$ cat src/rtl/implication_queue.sv
// implication_queue
// Collects per-lane implications from the clause evaluators during BCP.
// Each accepted batch is deduplicated, checked for opposite-polarity
// conflicts and compacted into a circular FIFO. The FIFO hands one
// implication per cycle to the trail stage over valid/ready.
//
// Optional feature (macro IMPLQ_QUEUE_CHECK_EN): incoming lanes are also
// matched against every resident FIFO entry, including one being popped in
// the same cycle. A match with the same value drops the lane, and a match
// with the opposite value raises a conflict.
//
// Ports:
//   clock, reset_n   rising-edge clock, asynchronous active-low reset
//   flush            synchronous clear of FIFO and conflict (backtrack)
//   in_valid/in_var/in_val   per-lane implication batch
//   in_ready         batch acceptance (registered state/count only)
//   out_valid/out_var/out_val/out_ready   head handshake
//   conflict, conflict_var   sticky conflict flag and offending variable
//   count, empty     FIFO occupancy
`ifndef MAX_VARS_BITS
`define MAX_VARS_BITS 8
`endif

module implication_queue #(
  parameter int NUM_EVAL = 4,
  parameter int DEPTH    = 16
) (
  input  logic                                     clock,
  input  logic                                     reset_n,
  input  logic                                     flush,
  input  logic [NUM_EVAL-1:0]                      in_valid,
  input  logic [NUM_EVAL-1:0][`MAX_VARS_BITS-1:0]  in_var,
  input  logic [NUM_EVAL-1:0]                      in_val,
  output logic                                     in_ready,
  output logic                                     out_valid,
  output logic [`MAX_VARS_BITS-1:0]                out_var,
  output logic                                     out_val,
  input  logic                                     out_ready,
  output logic                                     conflict,
  output logic [`MAX_VARS_BITS-1:0]                conflict_var,
  output logic [$clog2(DEPTH+1)-1:0]               count,
  output logic                                     empty
);

  localparam int VW = `MAX_VARS_BITS;
  localparam int AW = $clog2(DEPTH);
  localparam int CW = $clog2(DEPTH+1);

  localparam logic [0:0] ST_RUN      = 1'b0;
  localparam logic [0:0] ST_CONFLICT = 1'b1;

  logic [0:0]    state;
  logic [AW-1:0] head;
  logic [AW-1:0] tail;
  logic [VW-1:0] mem_var [DEPTH];
  logic          mem_val [DEPTH];
  logic [VW-1:0] hold_var;
  logic          hold_val;

  logic [CW-1:0]       free;
  logic                accept;
  logic                push;
  logic                pop;
  logic [NUM_EVAL-1:0] lane_dup;
  logic [NUM_EVAL-1:0] lane_conf;
  logic [NUM_EVAL-1:0] keep;
  logic                batch_conf;
  logic [VW-1:0]       conf_var;
  logic [CW-1:0]       n_surv;
  logic [AW-1:0]       wr_addr [NUM_EVAL];

  // Handshake: in_ready looks only at registered state/count, so a pop in
  // the same cycle never opens room for a batch.
  assign free      = CW'(DEPTH) - count;
  assign in_ready  = (state == ST_RUN) && (free >= CW'(NUM_EVAL));
  assign empty     = (count == '0);
  assign out_valid = (state == ST_RUN) && !empty;
  assign out_var   = empty ? hold_var : mem_var[head];
  assign out_val   = empty ? hold_val : mem_val[head];
  assign accept    = in_ready && (|in_valid) && !flush;
  assign pop       = out_valid && out_ready && !flush;
  assign push      = accept && !batch_conf;

  // Batch evaluation: a lane is compared against every lower valid lane
  // (and, with the queue check, every resident entry).
  always_comb begin
    lane_dup  = '0;
    lane_conf = '0;
    for (int j = 0; j < NUM_EVAL; j++) begin
      if (in_valid[j]) begin
        for (int i = 0; i < NUM_EVAL; i++) begin
          if (i < j && in_valid[i] && in_var[i] == in_var[j]) begin
            if (in_val[i] == in_val[j]) lane_dup[j]  = 1'b1;
            else                        lane_conf[j] = 1'b1;
          end
        end
`ifdef IMPLQ_QUEUE_CHECK_EN
        for (int k = 0; k < DEPTH; k++) begin
          // Slot k is resident when its distance from head is below count.
          if ((CW'(AW'(AW'(k) - head)) < count) && mem_var[k] == in_var[j]) begin
            if (mem_val[k] == in_val[j]) lane_dup[j]  = 1'b1;
            else                         lane_conf[j] = 1'b1;
          end
        end
`endif
      end
    end
    keep       = in_valid & ~lane_dup;
    batch_conf = |lane_conf;
    // Descending scan so the lowest conflicting lane wins.
    conf_var = '0;
    for (int j = NUM_EVAL-1; j >= 0; j--) begin
      if (lane_conf[j]) conf_var = in_var[j];
    end
  end

  // Compaction: each surviving lane lands at tail plus the number of
  // survivors below it.
  always_comb begin
    n_surv = '0;
    for (int j = 0; j < NUM_EVAL; j++) begin
      wr_addr[j] = tail + AW'(n_surv);
      if (keep[j]) n_surv = n_surv + CW'(1);
    end
  end

  // Storage: payload only, no reset needed since slots are read only once
  // they hold a written entry.
  always_ff @(posedge clock) begin
    if (push) begin
      for (int j = 0; j < NUM_EVAL; j++) begin
        if (keep[j]) begin
          mem_var[wr_addr[j]] <= in_var[j];
          mem_val[wr_addr[j]] <= in_val[j];
        end
      end
    end
  end

  // Control: pointers, occupancy, conflict state and the output hold
  // registers that keep out_var/out_val stable while empty.
  always_ff @(posedge clock or negedge reset_n) begin
    if (!reset_n) begin
      state        <= ST_RUN;
      head         <= '0;
      tail         <= '0;
      count        <= '0;
      conflict     <= 1'b0;
      conflict_var <= '0;
      hold_var     <= '0;
      hold_val     <= 1'b0;
    end else begin
      hold_var <= out_var;
      hold_val <= out_val;
      if (flush) begin
        state        <= ST_RUN;
        head         <= '0;
        tail         <= '0;
        count        <= '0;
        conflict     <= 1'b0;
        conflict_var <= '0;
      end else begin
        if (accept && batch_conf) begin
          state        <= ST_CONFLICT;
          conflict     <= 1'b1;
          conflict_var <= conf_var;
        end
        if (push) tail <= tail + AW'(n_surv);
        if (pop)  head <= head + AW'(1);
        count <= count + (push ? n_surv : CW'(0)) - CW'(pop);
      end
    end
  end

endmodule

$ cat config.mk
export PLATFORM = sky130hd
export DESIGN_NAME = implication_queue
export DESIGN_NICKNAME = d
export VERILOG_FILES = /design/src/rtl/implication_queue.sv
export SDC_FILE = /design/constraint.sdc
export NUM_CORES = 1
export LEC_CHECK = 0
export CORE_MARGIN = 1.5
export CORE_UTILIZATION = 30
export DETAILED_ROUTE_END_ITERATION = 8
export SETUP_SLACK_MARGIN = 0.02
export SYNTH_ARGS = -nofsm -noshare
export SYNTH_HDL_FRONTEND = slang
export SYNTH_SLANG_ARGS = --single-unit
$ cat constraint.sdc
create_clock -name clock -period 10.9 [get_ports clock]
set_input_delay 2.18 -clock clock [delete_from_list [all_inputs] [get_ports clock]]
set_output_delay 2.18 -clock clock [all_outputs]
set_load 0.02 [all_outputs]
==> key figures, run 1 <==
Final layout
  – Commonest non-fill, non-tap cell in the layout: mux2i_1
  – Final Cell Area: 15300 sq um
  – Nets: 1410
  – Most frequent cells in the layout: 152 x mux2i_1, 144 x edfxtp_1, 138 x nor2_1, 102 x nand2_1, 68 x clkdlybuf4s50_1
  – Layout area overhead: 10.7%
  – Fraction of layout cells with a size suffix above 1: 13.5%
  – Ant. Diodes: 0

Pwr
  – Worst VDD drop: 0.152 mV
  – Lkg Pwr: 5.52 nW
  – PwrDens: 185 nW/um^2

Synthesis
  – Synthesized-area fraction occupied by adder cells: 2.66%
  – Post-Synthesis Cells: 1383
  – Yosys cell types: 76
  – Number of synthesized flops with an enable pin: 144
  – Synth warn: 0
  – Seq/Total Area, Yosys: 36.9%
  – Compound-Gate Fraction of Synth Area: 18.6%
  – Top FF cell, synth: edfxtp_1
  – Post-Synthesis Cell Area: 13800 sq um
  – Average cell area after synthesis: 9.99 sq um
  – #FFs+latches synth: 175
  – Largest family of logic cells by synthesized area: compound AO/OA/AOI/OAI gates
  – XOR/XNOR Fraction of Synth Area: 4.69%
  – Mux cell area share after synthesis: 14.0%
  – Simple-gate area share of the yosys netlist: 16.3%
  – Mapped Nets: 1454
  – Post-synth ARST share: 17.7%

Timing
  – Unrepaired setup endpoints after global routing: no
  – Slew @ Worst Pin: 1.22 ns
  – Period Utilization, post-route: 72.8%
  – Fmax: 126 MHz
  – Endpoints failing setup: 0
  – Max-slew violations: 0
  – Clock Skew: 0.0176 ns
  – Minimum clock period: 7.93 ns
  – Max transition margin: 18.6%
  – Setup tns final: 0 ns
  – Hold Fails Final Rpt: 0

Placement
  – Placed inst area: 14800 sq um
  – Gpl congestion: 0.997
  – DP HPWL: 36600 um
  – Port-buffer cells: 69

Clock tree
  – Setup Buffers After CTS: 0
  – Clk sinks: 175
  – Root Driver: clkbuf_16
  – Depth of the CTS H-tree: 4
  – Cts hold-fix bufs: 0
  – Clock-pin slew of the registers on the worst-case setup and hold paths: 0.07 ns
  – Max Root-Sink Buffers: 2
  – Clock Latency Late Sink: 0.46 ns
  – CTS tree: yes
  – Cts bufs inserted: 17
  – Post-CTS Resized: 0

Setup path
  – Crit path required time: 10.96 ns
  – Crit path max-delay family: compound AO/OA/AOI/OAI gates
  – Startpoint types: input pin
  – Setup Crit Path Kind: in2reg
  – Worst Setup End Kind: flip-flop
  – CP Max Fanout: 19
  – Slowest-stage cell, CP: clkdlybuf4s50_1
  – CP max stage delay: 1.05 ns
  – Buf+Inv Stages, Crit Path: 3
  – Worst Path Arrival: 7.99 ns
  – CP Cell Sequence: clkdlybuf4s50_1 -> xnor2_1 -> nand4_1 -> o41a_1 -> inv_2 -> ha_1 -> xnor2_1 -> ha_1 -> inv_1 -> fa_1 -> xor2_1 -> nor2_1 -> nand2_1 -> nor2_1 -> nand3_1 -> a21boi_1 -> o211ai_1
  – Flop2flop setup slack: 6.18 ns

Floorplanning
  – Die area: 47400 sq um
  – Rows: 78
  – Initial Utilization: 30.4%
  – Die Y: 218 um
  – CORE AREA: 45400 sq um
  – Die Wd: 218 um
  – Ports: 70

Routing
  – Detailed Routing Iterations Pass 1: 7
  – Via count: 11.9k
  – Final WL: 52700 um
  – Routed Antenna Nets: 0
  – Avg Vias per Cell: 6.12
  – DR iter-0 viols: 1715
  – Drt drc: 0
  – Routed WL per cell: 27.0 um

Global routing
  – Vias in the first global route: 11.3k
  – Largest net degree at the start of global routing: 39
  – Initial antenna violation count: 0
  – Total Routing Usage GR: 22.1%
  – First-pass GRT wire length: 76900 um
  – GR Overflow Total: 0

Status
  – Outcome: finished clean

Flow run
  – Max-Cap Viols: 0

Hold path
  – Worst hold path class: reg2reg
[cell usage after synthesis, drive strengths merged (8+ instances only)]
library cell / count / area [sq um]
mux2i: 152 / 1520
edfxtp: 144 / 4320
nor2: 139 / 529
nand2: 102 / 383
clkbuf: 90 / 345
a221oi: 89 / 986
buf: 77 / 437
nand3: 62 / 328
xnor2: 50 / 438
o221a: 41 / 462
inv: 39 / 146
o21ai: 39 / 195
nand4: 35 / 219
dfrtp: 31 / 776
o221ai: 27 / 236
xor2: 24 / 210
ha: 23 / 288
nor3: 20 / 111
nor4: 19 / 174
mux4: 18 / 405
a21oi: 16 / 83.8
a211oi: 11 / 87.6
and3: 10 / 62.6
or3: 10 / 62.6
a221o: 9 / 90.1
o211ai: 9 / 67.6
a21boi: 8 / 67.6
and4b: 8 / 80.1
o31ai: 8 / 60.1
[layer usage]
metal | GRT usage [%] | wire (um) | share of wire, %
met2 | 33.0 | 22500 | 43
met5 | 0 | 0 | 0
met1 | 30.0 | 22000 | 42
met4 | 10.4 | 2790 | 5.3
met3 | 5.17 | 5420 | 10
[final timing paths]
| path | from | end | depth (start not counted) |
|---|---|---|---|
| worst max register to register | count[2]$_DFF_PN0_ | mem_var[0][2]$_DFFE_PP_ | 8 |
| max in group asynchronous | reset_n | head[0]$_DFFE_PN0P_ | 1 |
| worst min register to register | hold_val$_DFF_PN0_ | hold_val$_DFF_PN0_ | 2 |
| worst max-delay path | in_var[5] | mem_var[7][2]$_DFFE_PP_ | 17 |
| min in group asynchronous | reset_n | head[3]$_DFFE_PN0P_ | 1 |
| worst min-delay path | hold_val$_DFF_PN0_ | hold_val$_DFF_PN0_ | 2 |
[sequential cells by signal, indices dropped and copies added (netlist names)]
signal	flops
hold_var	8
tail	4
mem_var	128
state	1
mem_val	16
conflict_var	8
head	4
hold_val	1
count	5
[stage by stage]
| step | hold WS (ns) | total power [mW] | std cells | util [%] | setup WS, ns |
|---|---|---|---|---|---|
| finish | 0.501 | 2.83 | 1952 | 33.7 | 2.97 |
| global route | 0.535 | 2.96 | 1952 | 33.7 | 2.66 |
| CTS | 0.504 | 2.82 | 1952 | 33.7 | 3.14 |
| detailed placement | 0.488 | 2.24 | 1920 | 32.5 | 2.64 |
| global placement | 0.483 | 2.23 | 1920 | 32.5 | 2.92 |
| floorplan | 0.626 | 1.79 | 1383 | - | 4.66 |
[final cells by class]
class	count	area (sq um)
Clock inverter	14	108
Clock buffer	18	429
Timing Repair Buffer	104	948
Tap cell	600	751
Fill cell	4573	30100
Inverter	40	150
Multi-Input combinational cell	1001	7800
Sequential cell	175	5100
[logic make-up (layout without fill, tap and decap cells)]
kind of cell	Yosys count	after routing
simple gates	441	441
compound gates	287	287
xor+xnor	74	74
buf+inv	207	176
other cells	1	1
fa+ha+maj	27	27
flops	175	175
mux	171	171
[worst min-delay path, cell delays in order, from the launching register on]
cell,delay (ns)
dfrtp_1,0.33
nand2_1,0.04
o21ai_0,0.08
[where the power goes]
group / switching [mW] / internal (mW) / total, mW
clock network: 0.279 / 0.295 / 0.574
logic: 0.820 / 0.482 / 1.30
registers: 0.0838 / 0.869 / 0.953
total: 1.18 / 1.65 / 2.83
(Power assumes the default switching activity.)
==> run 2: changes to the inputs <==
- clock period: 10.9 -> 6.8 ns (I/O delays scaled with it)
==> key figures, run 2 (synthesized netlist as in run 1, its figures left out) <==
Final layout
  – Fraction of layout cells with a size suffix above 1: 16.7% (was 13.5%)
  – Number of flip-flops under the largest register name: 128 (unchanged)
  – Final core utilization: 34.7% (was 33.7%)
  – Most frequent cells in the layout: 152 x mux2i_1, 144 x edfxtp_1, 138 x nor2_1, 102 x nand2_1, 83 x buf_4 (was 152 x mux2i_1, 144 x edfxtp_1, 138 x nor2_1, 102 x nand2_1, 68 x clkdlybuf4s50_1)
  – Commonest non-fill, non-tap cell in the layout: mux2i_1 (unchanged)
  – Layout area overhead: 14.0% (was 10.7%)
  – Nets: 1459 (was 1410)

Timing
  – Hold Fails Final Rpt: 0 (unchanged)
  – Setup tns final: 0 ns (unchanged)
  – Max-slew violations: 0 (unchanged)
  – Period Utilization, post-route: 90.8%
  – Endpoints failing setup: 0 (unchanged)
  – Slew @ Worst Pin: 1.16 ns (was 1.22 ns)
  – Clock Skew: 0.0227 ns (was 0.0176 ns)
  – Unrepaired setup endpoints after global routing: no (unchanged)
  – Max transition margin: 22.1% (was 18.6%)
  – Fmax: 162 MHz
  – Minimum clock period: 6.18 ns

Hold path
  – Worst hold path class: reg2reg (unchanged)
  – HP Start: hold_var[0]$_DFF_PN0_ (was hold_val$_DFF_PN0_)

Clock tree
  – Depth of the CTS H-tree: 4 (unchanged)
  – Cts bufs inserted: 17 (unchanged)
  – CTS tree: yes (unchanged)
  – Post-CTS Resized: 0 (unchanged)
  – Clock Latency Late Sink: 0.47 ns (was 0.46 ns)
  – Setup Buffers After CTS: 0 (unchanged)
  – Root Driver: clkbuf_16 (unchanged)
  – Cts hold-fix bufs: 0 (unchanged)
  – Clk sinks: 175 (unchanged)
  – Clock-pin slew of the registers on the worst-case setup and hold paths: 0.09 ns (was 0.07 ns)
  – Max Root-Sink Buffers: 2 (unchanged)

Setup path
  – Crit path required time: 6.91 ns (was 10.96 ns)
  – Startpoint types: input pin (unchanged)
  – Worst Setup End Kind: flip-flop (unchanged)
  – Setup Crit Path Kind: in2reg (unchanged)
  – Worst r2r src: count[3]$_DFF_PN0_ (was count[2]$_DFF_PN0_)
  – CP Max Fanout: 11 (was 19)
  – Worst Path Arrival: 6.29 ns (was 7.99 ns)
  – Worst setup path startpoint: in_var[16] (was in_var[5])

Global routing
  – Vias in the first global route: 11.5k (was 11.3k)
  – Total Routing Usage GR: 23.3% (was 22.1%)
  – Initial antenna violation count: 2 (was 0)
  – GR Overflow Total: 0 (unchanged)
  – First-pass GRT wire length: 80300 um (was 76900 um)
  – Largest net degree at the start of global routing: 58 (was 39)

Floorplanning
  – Ports: 70 (unchanged)
  – Die Wd: 218 um (unchanged)
  – CORE AREA: 45400 sq um (unchanged)
  – Initial Utilization: 30.4% (unchanged)
  – Rows: 78 (unchanged)
  – Die area: 47400 sq um (unchanged)
  – Die Y: 218 um (unchanged)

Routing
  – Routed Antenna Nets: 0 (unchanged)
  – Drt drc: 0 (unchanged)
  – Final WL: 55500 um (was 52700 um)
  – Routed WL per cell: 27.7 um (was 27.0 um)
  – DR iter-0 viols: 1851 (was 1715)
  – Detailed Routing Iterations Pass 1: 6 (was 7)
  – Via count: 12.5k (was 11.9k)
  – Avg Vias per Cell: 6.23 (was 6.12)

Pwr
  – PwrDens: 298 nW/um^2 (was 185 nW/um^2)
  – Lkg Pwr: 5.76 nW (was 5.52 nW)
  – Worst VDD drop: 0.260 mV (was 0.152 mV)

Placement
  – DP HPWL: 38900 um (was 36600 um)
  – Gpl congestion: 1.01 (was 0.997)
  – Port-buffer cells: 69 (unchanged)

Status
  – Outcome: finished clean (unchanged)

Flow run
  – Max-Cap Viols: 0 (unchanged)
run 2: cell count changes in the layout (fill, tap and decap cells not counted), sizes merged:
| cell | before | now |
|---|---|---|
| inv | 45 | 46 |
| clkbuf | 18 | 17 |
| diode | 0 | 1 |
| clkinv | 8 | 3 |
| bufinv | 0 | 2 |
| buf | 36 | 85 |
| clkinvlp | 1 | 4 |
run 2: critical path: stages:
cell and delay [ns]:
clkdlybuf4s50_1 0.89, xor2_1 0.19, nor3_1 0.08, a41oi_1 0.39, nand2_1 0.38, o21ai_0 0.51, ha_1 0.33, a21o_1 0.18
a21oi_1 0.25, xnor2_1 0.36, nor3b_1 0.20, a21oi_1 0.67, nand3b_1 0.48
run 2: routing by layer:
layer	GRT usage (%)	part of all wire, %	up-vias
li1	-	-	5322
met1	32.4	41	6008
met2	33.9	42	943
met3	5.20	12	190
met4	11.2	5.5	2
met5	0	0.023	-
run 2: power breakdown:
part	total (mW)	switching (mW)	internal, mW
clock network	1.04	0.483	0.555
registers	1.60	0.213	1.39
logic	2.06	1.24	0.818
total	4.70	1.93	2.76
run 2: per-stage QoR:
stage | std cells | setup slack [ns] | total power, mW | area [sq um] | hold slack (ns)
floorplan | 1383 | 1.38 | 2.87 | 13800 | 0.626
global placement | 1969 | 0.511 | 3.62 | 15100 | 0.478
detailed placement | 1969 | 0.314 | 3.64 | 15100 | 0.493
CTS | 2001 | 0.807 | 4.67 | 15700 | 0.511
global route | 2001 | 0.361 | 4.90 | 15700 | 0.537
finish | 2002 | 0.623 | 4.70 | 15700 | 0.506
run 2: area by class of cell:
class | instances | area, sq um
sequential | 175 | 5100
antenna | 1 | 2.50
clock buffer | 17 | 425
fill | 4533 | 29600
inverter | 40 | 150
timing repair buffer | 153 | 1330
multi-input combinational | 1001 | 7810
tap | 600 | 751
clock inverter | 15 | 179
run 2: final timing paths:
path / to / slack [ns] / cells past startpoint
max in group asynchronous: head[0]$_DFFE_PN0P_ / 5.17 / 1
worst max-delay path: mem_var[5][7]$_DFFE_PP_ / 0.62 / 13
min in group asynchronous: tail[2]$_DFFE_PN0P_ / 1.01 / 1
worst min register to register: hold_var[0]$_DFF_PN0_ / 0.51 / 2
worst min-delay path: hold_var[0]$_DFF_PN0_ / 0.51 / 2
worst max register to register: count[4]$_DFF_PN0_ / 2.24 / 17
==> run 3: changes to the inputs <==
- GPL_TIMING_DRIVEN: unset -> 0
==> key figures, run 3 (synthesized netlist as in run 1, its figures left out) <==
Clock tree
  – CTS tree: yes (unchanged)
  – Max Root-Sink Buffers: 2 (unchanged)
  – Depth of the CTS H-tree: 4 (unchanged)
  – Root Driver: clkbuf_16 (unchanged)
  – Cts bufs inserted: 17 (unchanged)
  – Clk sinks: 175 (unchanged)
  – Clock Latency Late Sink: 0.46 ns (was 0.47 ns)
  – Clock-pin slew of the registers on the worst-case setup and hold paths: 0.07 ns (was 0.09 ns)
  – Cts hold-fix bufs: 0 (unchanged)

Timing
  – Slew @ Worst Pin: 1.17 ns (was 1.16 ns)
  – Fmax: 156 MHz (was 162 MHz)
  – Final worst setup slack: 0.388 ns (was 0.623 ns)
  – Hold Fails Final Rpt: 0 (unchanged)
  – Max transition margin: 22.2% (was 22.1%)
  – Max-slew violations: 0 (unchanged)
  – Clock Skew: 0.0131 ns (was 0.0227 ns)
  – Period Utilization, post-route: 94.3% (was 90.8%)
  – Unrepaired setup endpoints after global routing: no (unchanged)
  – Minimum clock period: 6.41 ns (was 6.18 ns)
  – Endpoints failing setup: 0 (unchanged)

Placement
  – Port-buffer cells: 49 (was 69)
  – Worst slack, placed: -0.599 ns (was 0.314 ns)
  – Gpl congestion: 0.971 (was 1.01)
  – DP HPWL: 41600 um (was 38900 um)

Setup path
  – Worst Path Arrival: 6.50 ns (was 6.29 ns)
  – Startpoint types: input pin (unchanged)
  – Worst r2r path cells: 20 (was 17)
  – Crit path required time: 6.89 ns (was 6.91 ns)
  – Setup Crit Path Kind: in2reg (unchanged)
  – CP Max Fanout: 10 (was 11)
  – Worst setup path startpoint: in_valid[0] (was in_var[16])
  – Worst r2r src: count[3]$_DFF_PN0_ (unchanged)
  – Worst Setup End Kind: flip-flop (unchanged)

Pwr
  – Lkg Pwr: 5.77 nW (was 5.76 nW)
  – PwrDens: 300 nW/um^2 (was 298 nW/um^2)
  – Worst VDD drop: 0.310 mV (was 0.260 mV)

Routing
  – Avg Vias per Cell: 6.15 (was 6.23)
  – DR iter-0 viols: 1856 (was 1851)
  – Routed Antenna Nets: 0 (unchanged)
  – Via count: 12.7k (was 12.5k)
  – Detailed Routing Iterations Pass 1: 6 (unchanged)
  – Routed WL per cell: 27.2 um (was 27.7 um)
  – Final WL: 56300 um (was 55500 um)
  – Drt drc: 0 (unchanged)

Floorplanning
  – Rows: 78 (unchanged)
  – CORE AREA: 45400 sq um (unchanged)
  – Die Wd: 218 um (unchanged)
  – Ports: 70 (unchanged)
  – Die Y: 218 um (unchanged)
  – Die area: 47400 sq um (unchanged)
  – Initial Utilization: 30.4% (unchanged)

Final layout
  – Fraction of layout cells with a size suffix above 1: 16.3% (was 16.7%)
  – Layout area overhead: 14.0% (about the same)
  – Most frequent cells in the layout: 152 x mux2i_1, 144 x edfxtp_1, 138 x nor2_1, 102 x nand2_1, 85 x clkbuf_1 (was 152 x mux2i_1, 144 x edfxtp_1, 138 x nor2_1, 102 x nand2_1, 83 x buf_4)
  – Multi-input gate area: 7850 sq um (was 7810 sq um)
  – Reg area: 5100 sq um (about the same)
  – Ant. Diodes: 0 (was 1)
  – Commonest non-fill, non-tap cell in the layout: mux2i_1 (unchanged)
  – Number of flip-flops under the largest register name: 128 (unchanged)
  – Final core utilization: 34.7% (about the same)
  – Fill cells: 4579 (was 4533)
  – Nets: 1525 (was 1459)

Global routing
  – First-pass GRT wire length: 82000 um (was 80300 um)
  – Vias in the first global route: 12.1k (was 11.5k)
  – Largest net degree at the start of global routing: 32 (was 58)
  – GR Overflow Total: 0 (unchanged)
  – Initial antenna violation count: 3 (was 2)
  – Total Routing Usage GR: 23.7% (was 23.3%)

Flow run
  – Max-Cap Viols: 0 (unchanged)

Hold path
  – Hold path cells: 2 (unchanged)
  – Worst hold path class: reg2reg (unchanged)
  – HP Start: hold_val$_DFF_PN0_ (was hold_var[0]$_DFF_PN0_)

Status
  – Outcome: finished clean (unchanged)
==> run 3: cell types whose count changed in the layout (fill, tap and decap cells not counted), moves of 5 or more <==
cell | previous run | this run
clkbuf_1 | 0 | 85
buf_4 | 83 | 10
a21boi_1 | 6 | 0
buf_6 | 0 | 6
buf_1 | 0 | 5
a21boi_2 | 2 | 8
clkbuf_2 | 0 | 6
buf_2 | 1 | 59
clkdlybuf4s50_1 | 68 | 48
==> run 3: final cells by class <==
class / instances / share of cell area, %
inverters: 40 / 0.953
repair buffers: 52 / 3.30
clock inverters: 11 / 0.675
clock buffers: 21 / 3.13
well taps: 600 / 4.77
plain buffers: 167 / 4.96
flip-flops and latches: 175 / 32.4
multi-input cells: 1001 / 49.8
==> run 3: critical path, cell delays in order <==
cell and delay [ns]:
clkdlybuf4s50_1 0.71, inv_1 0.24, nor4_1 0.41, a41oi_1 0.33, nand2_1 0.19, clkbuf_1 0.44, o21ai_0 0.32, ha_1 0.36
a21o_1 0.17, a21oi_1 0.26, xnor2_1 0.27, nand4_1 0.31, a21boi_2 0.65, nand2_1 0.46
==> run 3: worst paths after layout <==
check / endpoint / slack (ns)
max: mem_val[14]$_DFFE_PP_ / 0.39
min: hold_val$_DFF_PN0_ / 0.52
max reg2reg: count[4]$_DFF_PN0_ / 2.19
min reg2reg: hold_val$_DFF_PN0_ / 0.52
max in group asynchronous: count[4]$_DFF_PN0_ / 5.25
min in group asynchronous: head[1]$_DFFE_PN0P_ / 1.01
==> run 3: per-layer routing <==
metal	vias up	wire (um)	share of wire [%]	GRT usage, %
met2	849	25200	45	37.1
met4	2	2500	4.5	9.65
met5	-	13	0.023	0
met1	6242	22800	40	31.8
li1	5451	-	-	-
met3	167	5760	10	5.01
==> run 3: power by group <==
part | total [mW] | switching [mW] | internal (mW) | leakage [nW]
logic | 2.25 | 1.44 | 0.810 | 3.76
clock network | 1.00 | 0.466 | 0.537 | 0.299
registers | 1.47 | 0.0787 | 1.39 | 1.71
total | 4.73 | 1.99 | 2.74 | 5.77
==> run 3: timing repair <==
action                                  CTS  global route
buffers inserted                          0             3
gates resized for setup                   2            10
pin swaps                                 0             3
endpoints found under the setup margin   18            91
==> run 3: stage by stage <==
stage          hold slack [ns]  power (mW)  setup TNS (ns)  instance area (sq um)  std cells
6_report                 0.525        4.73               0                  15800       2067
5_1_grt                  0.552        4.94               0                  15800       2067
4_1_cts                  0.515        4.68               0                  15700       2064
3_5_place_dp             0.498        3.68          -27.34                  15100       2032
3_3_place_gp             0.503        3.65          -18.97                  15100       2032
2_1_floorplan            0.626        2.87               0                  13800       1383
